<file path="config.mk">
export PLATFORM = sky130hd
export DESIGN_NAME = serial_tx
export DESIGN_NICKNAME = d
export VERILOG_FILES = /design/src/rtl/serial_tx.sv
export SDC_FILE = /design/constraint.sdc
export NUM_CORES = 1
export LEC_CHECK = 0
export CORE_MARGIN = 4
export CORE_UTILIZATION = 60
export CTS_BUF_LIST = sky130_fd_sc_hd__clkbuf_8
export DETAILED_ROUTE_END_ITERATION = 6
export PLACE_DENSITY = 0.86
export RECOVER_POWER = 50
export SYNTH_ARGS = -nofsm -noshare
export SYNTH_HDL_FRONTEND = slang
export SYNTH_SLANG_ARGS = --single-unit
</file>
<file path="constraint.sdc">
create_clock -name clk -period 5.4 [get_ports clk]
set_clock_uncertainty 0.15 [all_clocks]
set_input_delay 1.08 -clock clk [delete_from_list [all_inputs] [get_ports clk]]
set_output_delay 1.08 -clock clk [all_outputs]
set_load 0.01 [all_outputs]
</file>
<file path="src/rtl/serial_tx.sv">
// serial_tx: UART-style serial transmitter.
// Frame: one low start bit, DATA_W payload bits in LSB_FIRST order,
// an optional parity bit, then STOP_BITS high stop bits. Each bit is
// held for CLKS_PER_BIT cycles.
// Optional feature macro: SERIAL_TX_PARITY_EN adds one parity bit after the
// payload. The bit is even parity, or odd parity when PARITY_ODD=1.
module serial_tx #(
    parameter int DATA_W       = 8,
    parameter int CLKS_PER_BIT = 16,
    parameter int STOP_BITS    = 1,
    parameter int LSB_FIRST    = 1,
    parameter int PARITY_ODD   = 0
) (
    input  logic              clk,
    input  logic              reset,
    input  logic [DATA_W-1:0] data_i,
    input  logic              valid_i,
    output logic              ready_o,
    output logic              serial_o,
    output logic              busy_o,
    output logic              done_o
);

    localparam int CNT_W = (CLKS_PER_BIT > 1) ? $clog2(CLKS_PER_BIT) : 1;
    localparam int IDX_W = (DATA_W > 1) ? $clog2(DATA_W) : 1;

    localparam logic [CNT_W-1:0] CNT_MAX  = CNT_W'(CLKS_PER_BIT - 1);
    localparam logic [IDX_W-1:0] IDX_MAX  = IDX_W'(DATA_W - 1);
    localparam logic             STOP_MAX = 1'(STOP_BITS - 1);

    localparam logic [2:0] IDLE   = 3'd0;
    localparam logic [2:0] START  = 3'd1;
    localparam logic [2:0] DATA   = 3'd2;
`ifdef SERIAL_TX_PARITY_EN
    localparam logic [2:0] PARITY = 3'd3;
`endif
    localparam logic [2:0] STOP   = 3'd4;

    // Illegal parameter values are rejected when the design is elaborated.
    if (DATA_W < 1 || DATA_W > 32) begin : g_bad_data_w
        $error("serial_tx: DATA_W must be 1..32");
    end
    if (CLKS_PER_BIT < 1) begin : g_bad_clks
        $error("serial_tx: CLKS_PER_BIT must be >= 1");
    end
    if (STOP_BITS != 1 && STOP_BITS != 2) begin : g_bad_stop
        $error("serial_tx: STOP_BITS must be 1 or 2");
    end
    if (PARITY_ODD != 0 && PARITY_ODD != 1) begin : g_bad_parity_odd
        $error("serial_tx: PARITY_ODD must be 0 or 1");
    end

    logic [2:0]        state;
    logic [CNT_W-1:0]  cnt;
    logic [IDX_W-1:0]  bit_cnt;
    logic              stop_cnt;
    logic [DATA_W-1:0] shreg;
    logic              data_bit;
`ifdef SERIAL_TX_PARITY_EN
    logic              parity_bit;

    // The parity bit makes the total count of ones even.
    // With PARITY_ODD=1 the bit is inverted, so the total count is odd.
    function automatic logic calc_parity(input logic [DATA_W-1:0] d);
        return (^d) ^ (PARITY_ODD != 0);
    endfunction
`endif

    // Advance the shift register so the next payload bit sits at the output end.
    function automatic logic [DATA_W-1:0] shift_next(input logic [DATA_W-1:0] v);
        if (LSB_FIRST != 0) begin
            return v >> 1;
        end
        return v << 1;
    endfunction

    assign data_bit = (LSB_FIRST != 0) ? shreg[0] : shreg[DATA_W-1];
    assign ready_o  = (state == IDLE);
    assign busy_o   = (state != IDLE);

    // Drive the serial line from the current state. The line is high whenever no frame is being sent.
    always_comb begin
        serial_o = 1'b1;
        case (state)
            START:  serial_o = 1'b0;
            DATA:   serial_o = data_bit;
`ifdef SERIAL_TX_PARITY_EN
            PARITY: serial_o = parity_bit;
`endif
            default: serial_o = 1'b1;
        endcase
    end

    // Frame sequencer: handshake capture, per-bit down-counter, state advance, done pulse.
    always_ff @(posedge clk) begin
        if (reset) begin
            state      <= IDLE;
            cnt        <= '0;
            bit_cnt    <= '0;
            stop_cnt   <= 1'b0;
            shreg      <= '0;
            done_o     <= 1'b0;
`ifdef SERIAL_TX_PARITY_EN
            parity_bit <= 1'b0;
`endif
        end else begin
            done_o <= 1'b0;
            case (state)
                IDLE: begin
                    if (valid_i) begin
                        shreg      <= data_i;
                        cnt        <= CNT_MAX;
                        stop_cnt   <= STOP_MAX;
                        state      <= START;
`ifdef SERIAL_TX_PARITY_EN
                        parity_bit <= calc_parity(data_i);
`endif
                    end
                end
                START: begin
                    if (cnt == '0) begin
                        cnt     <= CNT_MAX;
                        bit_cnt <= IDX_MAX;
                        state   <= DATA;
                    end else begin
                        cnt <= cnt - CNT_W'(1);
                    end
                end
                DATA: begin
                    if (cnt == '0) begin
                        cnt   <= CNT_MAX;
                        shreg <= shift_next(shreg);
                        if (bit_cnt == '0) begin
`ifdef SERIAL_TX_PARITY_EN
                            state <= PARITY;
`else
                            state <= STOP;
`endif
                        end else begin
                            bit_cnt <= bit_cnt - IDX_W'(1);
                        end
                    end else begin
                        cnt <= cnt - CNT_W'(1);
                    end
                end
`ifdef SERIAL_TX_PARITY_EN
                PARITY: begin
                    if (cnt == '0) begin
                        cnt   <= CNT_MAX;
                        state <= STOP;
                    end else begin
                        cnt <= cnt - CNT_W'(1);
                    end
                end
`endif
                STOP: begin
                    if (cnt == '0) begin
                        if (stop_cnt == 1'b0) begin
                            state  <= IDLE;
                            done_o <= 1'b1;
                        end else begin
                            stop_cnt <= 1'b0;
                            cnt      <= CNT_MAX;
                        end
                    end else begin
                        cnt <= cnt - CNT_W'(1);
                    end
                end
                default: state <= IDLE;
            endcase
        end
    end

endmodule
</file>
After elaboration in Yosys (flattened, before gate mapping)
Cells that the tools add are included.
{ "word_totals": {"register_bits": 20, "inputBits": 11} }
{ "op_classes": {"n_bitwise": 2, "n_addsub": 2, "reduce_logical": 15, "eq_ne": 11, "muxes": 28} }
{ "ops": {"columns": ["op", "count"], "rows": [
  ["3-bit two-way mux", 9],
  ["8-bit two-way mux", 3],
  ["4-bit two-way mux", 4],
  ["8-bit case mux with 2 select lines", 1],
  ["2-bit inequality test, second input constant", 7],
  ["3-bit case mux with 4 select lines", 1],
  ["4-bit case mux with 3 select lines", 1],
  ["3-bit AND reduction", 3],
  ["3-bit zero test", 2],
  ["1-bit two-way mux", 6],
  ["3-bit case mux with 2 select lines", 1],
  ["6-bit AND reduction", 1],
  ["2-bit nonzero test", 3],
  ["3-bit nonzero test", 2],
  ["4-bit zero test", 1],
  ["1-bit case mux with 2 select lines", 2],
  ["4-bit AND reduction", 1],
  ["4-bit by 1-bit subtractor with 4-bit output, second input constant", 1],
  ["3-bit by 1-bit equality test with 1-bit output, second input constant", 1],
  ["3-bit by 2-bit equality test with 1-bit output, second input constant", 1],
  ["3-bit equality test, second input constant", 1],
  ["3-bit inequality test, second input constant", 1],
  ["3-bit OR reduction", 1],
  ["3-bit by 1-bit subtractor with 3-bit output, second input constant", 1],
  ["other kinds (2)", 3]
]} }

Longest topological paths before layout
Gate-level depths: netlist of run 1.
{ "logic_depth": {"ltp_word": 7, "depth_mapped": 7, "depth_no_buf": 6} }

Worst setup path before layout of run 1
OpenSTA, ideal clock, no wires.
{ "synth_path": {"kind": "input-to-reg", "start": "in reset", "end": "reg state[1]", "n_path_buf": 2, "path_slack_ps": 3246, "arrival_time_ps": 1866, "required_ps": 5112, "cell_stages": 3, "cell_sequence": "clkbuf_1 > clkbuf_1 > nor3_1"} }
{ "synth_lines": {"columns": ["item", "line_no", "text"], "rows": [
  ["from (decl)", "15", "input logic reset,"],
  ["to (signal assigned)", "97", "state <= IDLE;"],
  ["to (signal assigned)", "114", "state <= START;"],
  ["to (signal assigned)", "124", "state <= DATA;"],
  ["to (decl)", "53", "logic [2:0] state;"]
]} }
No word-level cell between the ends.

Worst setup path after layout of run 1
{ "layout_path": {"start": "reg state[1]", "end": "reg shreg[2]"} }
{ "layout_via": {"elab_chain_len": 3, "word_cells_on_any_way": 7, "cone_classes": "eq/ne: 3; mux: 1; reduce/logical: 3"} }
{ "layout_rtl": {"columns": ["item", "line_no", "text"], "rows": [
  ["3-bit by 2-bit equality test with 1-bit output / 3-bit zero test (equally long branches)", "108", "case (state)"],
  ["2-bit inequality test (no line) / 2-bit nonzero test (equally long branches)", null, null],
  ["3-bit AND reduction (no line)", null, null],
  ["to (signal assigned)", "111", "shreg <= data_i;"],
  ["to (signal assigned)", "132", "shreg <= shift_next(shreg);"],
  ["to (decl)", "57", "logic [DATA_W-1:0] shreg;"]
]} }
Parallel ways exist; a longest one is shown, timed or not.
A chain may end at the register's enable or synchronous reset.

==> results of run 1 <==
==> metal layers <==
layer | global-route usage [%] | part of all wire, % | vias up
li1 | - | - | 444
met1 | 22.9 | 46 | 402
met2 | 28.1 | 50 | 11
met3 | 1.75 | 2.2 | 5
met4 | 8.07 | 1.7 | 0
met5 | 0 | 0 | -
==> synth_stat cells <==
library cell	instances
nor3b_1	1
a31oi_1	4
nor3b_4	2
nor3_1	7
o21ai_0	4
and4_1	2
nor3_2	1
nor4_1	1
ha_1	3
nand4b_1	1
a221oi_2	1
a21oi_1	4
or3_1	1
or2b_1	1
mux2i_1	7
a22o_4	1
o32ai_1	1
o21a_1	2
or3b_1	1
clkbuf_1	2
nor2_2	2
nor2b_1	3
a211oi_1	1
a41o_1	1
nor2_1	11
o311ai_0	1
buf_8	1
buf_4	2
a211oi_2	8
dfxtp_1	19
o32a_1	1
o21bai_1	2
inv_1	7
buf_6	2
or3b_2	1
xnor2_1	1
nand2b_1	1
o311a_1	1
maj3_1	1
==> critical path, cell delays in order, from the launching register on <==
cell,delay (ps)
dfxtp_1,530
nor3b_1,1830
a22o_1,720
nor2_1,90
a211oi_1,240
==> worst max path at each step <==
| stage | end | depth (start not counted) |
|---|---|---|
| 2_1_floorplan | state[1] | 3 |
| 3_5_place_dp | cnt[0] | 5 |
| 5_1_grt | shreg[3] | 4 |
| 3_3_place_gp | cnt[0] | 5 |
| 4_1_cts | serial_o | 4 |
| 6_report | shreg[2] | 4 |
==> per-stage QoR <==
stage               area (µm²)  worst slack [ps]  std cells
global placement          1220              2610        145
global route              1230              1430        149
detailed placement        1220              2570        145
CTS                       1270              2400        149
finish                    1230              1750        149
floorplan                 1110              3250        113
==> layout by cell type, fill, tap and decap left out, types with 3 or more instances in the layout <==
cell type        Yosys  final
ha_1                 3      3
clkbuf_8             0      3
mux2i_1              7      7
o21ai_0              4      4
a21oi_1              4      4
a31oi_1              4      4
nor2b_1              3      3
nor3_1               7      7
clkdlybuf4s50_1      0     12
nor2_1              11     11
a211oi_2             8      5
inv_1                7      7
dfxtp_1             19     19
a211oi_1             1      4
==> state kept, by name, summed over array words and instances (netlist names) <==
name     cells
shreg        8
cnt          4
done_o       1
bit_cnt      3
state        3
==> power groups by stage <==
stage | clock network (µW) | registers (µW) | logic (µW)
after detailed placement | 0 | 175 | 110
after floorplan | 0 | 168 | 91.3
after global placement | 0 | 174 | 108
after global routing | 107 | 174 | 117
after CTS | 103 | 172 | 111
final | 100 | 172 | 106
==> cell families after synthesis <==
kind of cell	count (synthesis)	synth area share, %
and+or+nand+nor	36	21.0
AOI/OAI and AO/OA	32	25.5
DFF	19	34.3
buffers and inverters	14	7.79
muxes	7	6.32
adders and majority gates	4	4.29
xor gates and xnor gates	1	0.790
==> final cells by class <==
cell class,instances,area share [%]
repair buffers,14,11.4
clock inverters,1,0.407
inverters,7,2.13
clock buffers,3,3.35
multi-input cells,80,49.3
flip-flops and latches,19,30.9
well taps,25,2.54
==> metrics.txt, run 1 <==
run status finished, violations left; failing checks capacitance limit, slew limit; Area contributors post-synth dfxtp_1, a211oi_2, mux2i_1; cells after synthesis 113; Max rail drop VDD roughly 180 µV; global-route wire length before repair around 3.5 mm; Tmin final 3650 ps; setup_tns 0 ps; Psw 120 µW; Power Density between 300 and 400 nW/µm²; core area about 1700 µm²; Seq pwr share between 40% and 50%; Diodes inserted 0; Final Util between 70 and 80%; Synth area leader dfxtp_1; multi-input logic area ~600 µm²; Internal Power 258 µW; FILL cells 140; CTS Root Cell clkbuf_8; worst slew pin tran 2320 ps; hold worst-path end shreg[6]; logic gate share of total power between 20 and 30%; post-CTS setup buffers 0; GRT Resource Usage Total between 15 and 20%; Ys Warns 0; unrepaired setup endpoints after global routing false; CTS buffer count 3; synthesized area 1110 µm²; final setup fails 0; syn avg cell area just under 10 µm²; LEAKAGE 0.000436 µW; initial antenna violation count 0; CTS Sinks 19; WHS Path Cells 2; DP Wirelength ~1.5 mm; Worst setup startpoint state[1]; synthesized flop and latch total 19; register area share after synthesis about a third; CP required 5420 ps; relative slew slack -55.3%; Final Slew Violations 19; pin count of the biggest net entering global routing 20; worst flop-to-flop path endpoint shreg[2]; H-tree depth 1; CP endpoint kind flip-flop; grt total ovfl 0; Worst Hold Class flip-flop to flip-flop; WL per Instance 14.1 µm; fmax 0.274 GHz; DRC Markers 0; worst hold slack 365 ps; die width between 50 and 60 µm; WS Path Type flip-flop to flip-flop; CP Launch Type flip-flop; number of global-route vias before repair 775; Initial Utilization a little under two thirds; clock transition at the registers of the reported paths around 70 ps; clk_lat worst skew between 200 and 300 ps; reg-to-reg critical path startpoint state[1]; cts hold-fix bufs 0; # IOs 15; Die ar. 2600 µm²; die height roughly 51 µm; max-cap viol count 1; Register Area 380 µm²; Site Rows 15; syn nets 127; Hold Fails Final Rpt 0; nets@finish around 140; Switching Share between 30% and 40%; post-synth top area share about a third; Area growth, synth to finish 11.1%; Worst EP arrival about 3700 ps; Routed Antenna Nets 0; GPL Wtd Cong between 0.8 and 0.9; critical path fanouts, max 18; Max clock buf depth 2; DRT iter0 DRCs 14; DR vias/cell around 5.8; final WL between 2 and 2.5 mm; R2R depth 4; Clk pwr share a little over a quarter; total number of vias roughly 860; Port Buffers 14; layout cells sized above 1 about 12%; CTS resizes 0; Pre-antenna DRT Iters 4; origin of the worst min-delay path shreg[6]; CTS tree done; Final Cycle Share slightly below 70%; slack of the worst reg-to-reg path between 1500 and 2000 ps; Final Total Pwr about 380 µW; post-synthesis cell type count 39
Power figures use the tool's default switching activity.
==> run 2: changes to the inputs <==
Settings changed: CORE_UTILIZATION 60 to 50, PLACE_DENSITY 0.86 to 0.77.
Clock period 5.4 ns to 3.1 ns, I/O delays scaled along.
==> metrics.txt, run 2 (synthesis results as in run 1) <==
WL per Instance 14.6 µm (was 14.1 µm); CP cell instances nand2b_1, nor2_1, o21bai_1, clkdlybuf4s50_1 (was nor3b_1, a22o_1, nor2_1, a211oi_1); Hold Fails Final Rpt 0 (unchanged); Power Density 520 nW/µm² (was 307 nW/µm²); Area growth, synth to finish 14.8% (was 11.1%); top layer reached by signal wires met4 (unchanged); Port Buffers 14 (unchanged); metal2 WL 1.09 mm (was 1.06 mm); CTS resizes 0 (unchanged); GPL Wtd Cong 0.863 (was 0.828); LEAKAGE 0.000452 µW (was 0.000436 µW); run status finished clean (was finished, violations left); grt total ovfl 0 (unchanged); GRT Resource Usage Total 16.6% (was 17.3%); clk_lat worst skew 250 ps (was 260 ps); Initial Utilization 54.3% (was 63.5%); largest register by flop count shreg (unchanged); global-route wire length before repair 3.60 mm (was 3.46 mm); CTS tree done (unchanged); H-tree depth 1 (unchanged); DRT iter0 DRCs 14 (unchanged); FILL cells 189 (was 140); Tmin final approximately 2600 ps; critical path fanouts, max 11 (was 18); total number of vias 872 (was 862); CP delay by family, top flip-flops (was simple AND/OR/NAND/NOR gates); Final Cycle Share roughly 82%; setup_tns 0 ps (unchanged); Largest register FFs 8 (unchanged); most common cell after layout, fill and taps aside dfxtp_1 (unchanged); DP Wirelength 1.59 mm (was 1.47 mm); CP max stage delay 600 ps (was 1830 ps); met3 routed WL 68 µm (was 46 µm); Pre-antenna DRT Iters 3 (was 4); CTS Root Cell clkbuf_8 (unchanged); Max rail drop VDD 430 µV (was 179 µV); worst slew pin tran 911 ps (was 2320 ps); Placed Cells 148 (was 145); nets@finish 140 (was 139); initial antenna violation count 0 (unchanged); layout cells sized above 1 15.2% (was 12.1%); # IOs 15 (unchanged); CP max-delay cell dfxtp_1 (was nor3b_1); CP Launch Type flip-flop (unchanged); CP endpoint kind output pin (was flip-flop); Buf/Inv on CP 1 (was 0); post-CTS setup buffers 0 (unchanged); Routed Antenna Nets 0 (unchanged); worst hold slack 350 ps (was 365 ps); die width 55.1 µm (was 51.0 µm); top flop regs shreg x8, cnt x4 (unchanged); WS Path Type flip-flop to output pin (was flip-flop to flip-flop); pin count of the biggest net entering global routing 20 (unchanged); Max clock buf depth 2 (unchanged); Metal-1 WL 1.04 mm (was 961 µm); DR vias/cell 5.74 (was 5.79); Worst Hold Class flip-flop to flip-flop (unchanged); Final Slew Violations 0 (was 19); Die ar. 3030 µm² (was 2600 µm²); CTS Sinks 19 (unchanged); fmax 0.391 GHz; Site Rows 16 (was 15); core area 2040 µm² (was 1750 µm²); final setup fails 0 (unchanged); clock transition at the registers of the reported paths 70 ps (about the same); DRC Markers 0 (unchanged); unrepaired setup endpoints after global routing false (unchanged); final WL 2.22 mm (was 2.10 mm); CP required 2330 ps (was 5420 ps); max-cap viol count 0 (was 1); die height 55.1 µm (was 51.0 µm); Cell Count, Final, Fillers Out 152 (was 149); CTS buffer count 3 (unchanged); Diodes inserted 0 (unchanged); Worst EP arrival 1780 ps (was 3670 ps); most frequent cells in the layout dfxtp_1, nor2_1, clkdlybuf4s50_1, inv_1, a211oi_2 (was dfxtp_1, clkdlybuf4s50_1, nor2_1); number of global-route vias before repair 813 (was 775); cts hold-fix bufs 0 (unchanged); relative slew slack 39.1% (was -55.3%)
-- run 2: layout make-up --
| cell class | instances | area (µm²) | share of cell area (%) |
|---|---|---|---|
| Clock buffer | 3 | 41.3 | 3.24 |
| Clock inverter | 1 | 3.75 | 0.295 |
| Inverter | 7 | 26.3 | 2.06 |
| Multi-Input combinational cell | 80 | 639 | 50.2 |
| Sequential cell | 19 | 380 | 29.9 |
| Tap cell | 27 | 33.8 | 2.65 |
| Timing Repair Buffer | 15 | 148 | 11.6 |
-- run 2: tightest hold or removal path, cell delays in order, from the launching register on --
cell	delay, ps
dfxtp_1	310
inv_1	80
a211oi_2	70
-- run 2: path summary, 6_finish.rpt --
path	startpoint	slack, ps	cells after the start	end
max	state[0]	550	4	serial_o
max reg2reg	state[1]	960	5	shreg[7]
min reg2reg	cnt[1]	350	2	cnt[1]
min	cnt[1]	350	2	cnt[1]
-- run 2: metrics by stage --
step | cell area (µm²) | utilization [%] | total power (µW) | setup slack, ps
floorplan | 1110 | - | 451 | 1340
global placement | 1230 | 60.2 | 492 | 768
detailed placement | 1230 | 60.2 | 500 | 701
CTS | 1270 | 62.4 | 670 | 542
global route | 1270 | 62.3 | 703 | 438
finish | 1270 | 62.3 | 662 | 545
-- run 2: where the power goes --
group          internal (µW)  switching (µW)  total, µW
Sequential               272            27.5        300
Clock                   88.0            79.5        168
Combinational           93.0             102        195
-- run 2: per-layer routing --
| metal | global-route usage [%] | up-vias |
|---|---|---|
| met5 | 0 | - |
| met4 | 3.64 | 0 |
| met3 | 6.43 | 4 |
| met2 | 28.0 | 12 |
| met1 | 19.9 | 410 |
| li1 | - | 446 |
==> run 3: changes to the inputs <==
Clock period 3.1 ns to 2.09 ns, I/O delays scaled along.
==> metrics.txt, run 3 (synthesis results as in run 1) <==
Final Slew Violations 0 (unchanged); CP delay by family, top buffers and inverters (was flip-flops); layout cells sized above 1 23.1% (was 15.2%); Max clock buf depth 2 (unchanged); multi-input logic area 646 µm² (was 639 µm²); DP Wirelength 1.62 mm (was 1.59 mm); critical path fanouts, max 4 (was 11); Final Total Pwr 1010 µW (was 662 µW); initial antenna violation count 0 (unchanged); total number of vias 908 (was 872); Pre-antenna DRT Iters 4 (was 3); LEAKAGE 0.000497 µW (was 0.000452 µW); CP cell instances nor3_4, clkdlybuf4s50_1 (was nand2b_1, nor2_1, o21bai_1, clkdlybuf4s50_1); Routed Antenna Nets 0 (unchanged); DP Area 1290 µm² (was 1230 µm²); CTS Root Cell clkbuf_8 (unchanged); Diodes inserted 0 (unchanged); Buf/Inv on CP 1 (unchanged); final setup fails 0 (unchanged); most frequent cells in the layout dfxtp_1, nor2_1, clkdlybuf4s50_1, buf_4, a211oi_2 (was dfxtp_1, nor2_1, clkdlybuf4s50_1, inv_1, a211oi_2); CP required 1520 ps (was 2330 ps); CTS tree done (unchanged); final WL 2.14 mm (was 2.22 mm); fmax 0.497 GHz; Port Buffers 14 (unchanged); top flop regs shreg x8, cnt x4 (unchanged); FILL cells 177 (was 189); design area 1350 µm² (was 1270 µm²); worst slew pin tran 436 ps (was 911 ps); CTS Sinks 19 (unchanged); clock transition at the registers of the reported paths 70 ps (about the same); Site Rows 16 (unchanged); Worst EP arrival 1440 ps (was 1780 ps); DRC Markers 0 (unchanged); metal2 WL 1.04 mm (was 1.09 mm); Metal-1 WL 1.01 mm (was 1.04 mm); CP Launch Type flip-flop (unchanged); R2R depth 5 (unchanged); DR vias/cell 5.64 (was 5.74); WS Path Type flip-flop to output pin (unchanged); grt total ovfl 0 (unchanged); die height 55.1 µm (unchanged); met3 routed WL 59 µm (was 68 µm); Largest register FFs 8 (unchanged); Initial Utilization 54.3% (unchanged); number of global-route vias before repair 830 (was 813); largest register by flop count shreg (unchanged); Final Util 66.1% (was 62.3%); CP max stage delay 580 ps (was 600 ps); max-cap viol count 0 (unchanged); Max rail drop VDD 447 µV (was 430 µV); core area 2040 µm² (unchanged); pin count of the biggest net entering global routing 16 (was 20); Power Density 748 nW/µm² (was 520 nW/µm²); WL per Instance 13.3 µm (was 14.6 µm); CP endpoint kind output pin (unchanged); cts hold-fix bufs 0 (unchanged); reg-to-reg critical path startpoint state[2] (was state[1]); CP max-delay cell clkdlybuf4s50_1 (was dfxtp_1); nets@finish 149 (was 140); global-route wire length before repair 3.61 mm (was 3.60 mm); Tmin final a little over 2000 ps; GPL Wtd Cong 0.869 (was 0.863); Final Cycle Share a little over nine tenths; Hold Fails Final Rpt 0 (unchanged); relative slew slack 70.6% (was 39.1%); top layer reached by signal wires met4 (unchanged); Register Area 383 µm² (was 380 µm²); CTS buffer count 3 (unchanged); DRT iter0 DRCs 15 (was 14); worst flop-to-flop path endpoint cnt[0] (was shreg[7]); # IOs 15 (unchanged); Worst setup startpoint state[2] (was state[0]); most common cell after layout, fill and taps aside dfxtp_1 (unchanged); run status finished clean (unchanged); Die ar. 3030 µm² (unchanged); critical path capture point ready_o (was serial_o); Worst Hold Class flip-flop to flip-flop (unchanged); die width 55.1 µm (unchanged); Cell Count, Final, Fillers Out 161 (was 152); clk_lat worst skew 250 ps (about the same); Placed Cells 156 (was 148); GRT Resource Usage Total 16.4% (was 16.6%); slack of the worst reg-to-reg path 140 ps (was 960 ps); Area growth, synth to finish 21.7% (was 14.8%); H-tree depth 1 (unchanged); critical path depth in cells 2 (was 4)
## run 3: cell count changes in the layout (fill, tap and decap cells not counted)
cell / before / now
nor3_4: 0 / 1
dfxtp_2: 0 / 2
nor3_2: 1 / 0
dlygate4sd3_1: 3 / 1
clkdlybuf4s50_1: 11 / 12
inv_1: 8 / 7
clkinv_2: 0 / 1
dlygate4sd2_1: 0 / 1
dfxtp_1: 19 / 17
buf_4: 1 / 10
## run 3: metrics by stage
step | setup WS (ps) | TNS (ps) | hold WS (ps)
6_report | 79.4 | 0 | 335
4_1_cts | 37.1 | 0 | 335
3_5_place_dp | 187 | 0 | 326
3_3_place_gp | 158 | 0 | 324
2_1_floorplan | 333 | 0 | 310
5_1_grt | -1.52 | -1.52 | 367
## run 3: worst min-delay path by stage
| stage | slack (ps) | start | to | depth (start not counted) |
|---|---|---|---|---|
| floorplan | 310 | cnt[1] | cnt[1] | 2 |
| global placement | 320 | cnt[1] | cnt[1] | 2 |
| detailed placement | 330 | cnt[1] | cnt[1] | 2 |
| CTS | 340 | cnt[1] | cnt[1] | 2 |
| global route | 370 | cnt[1] | cnt[1] | 2 |
| finish | 330 | cnt[1] | cnt[1] | 2 |
## run 3: worst reg2reg max path: cells and delay by family (launching register included)
kind / cells / cell delay (ps)
AND/OR/NAND/NOR: 3 / 840
buffers and inverters: 1 / 210
AO/OA/AOI/OAI: 1 / 270
flip-flops: 1 / 420
## run 3: layout make-up
| class | instances | area share (%) |
|---|---|---|
| clock inverters | 1 | 0.371 |
| clock buffers | 3 | 3.06 |
| flip-flops and latches | 19 | 28.4 |
| repair buffers | 24 | 15.9 |
| inverters | 7 | 1.95 |
| multi-input cells | 80 | 47.9 |
| well taps | 27 | 2.50 |
## run 3: power by group
part	switching (µW)	internal (µW)	total (µW)
registers	36.9	404	441
logic	159	159	318
clock network	118	132	250
## run 3: per-layer routing
layer	global-route usage [%]	vias up
li1	-	466
met1	20.8	425
met2	27.0	15
met3	3.22	2
met4	7.29	0
met5	0	-
## run 3: timing repair
action	4_1_cts	5_1_grt
pin swaps	0	1
endpoints found under the setup margin	3	2
gates cloned	0	0
buffers inserted	0	1
gates resized for setup	4	0
hold endpoints to repair	0	0
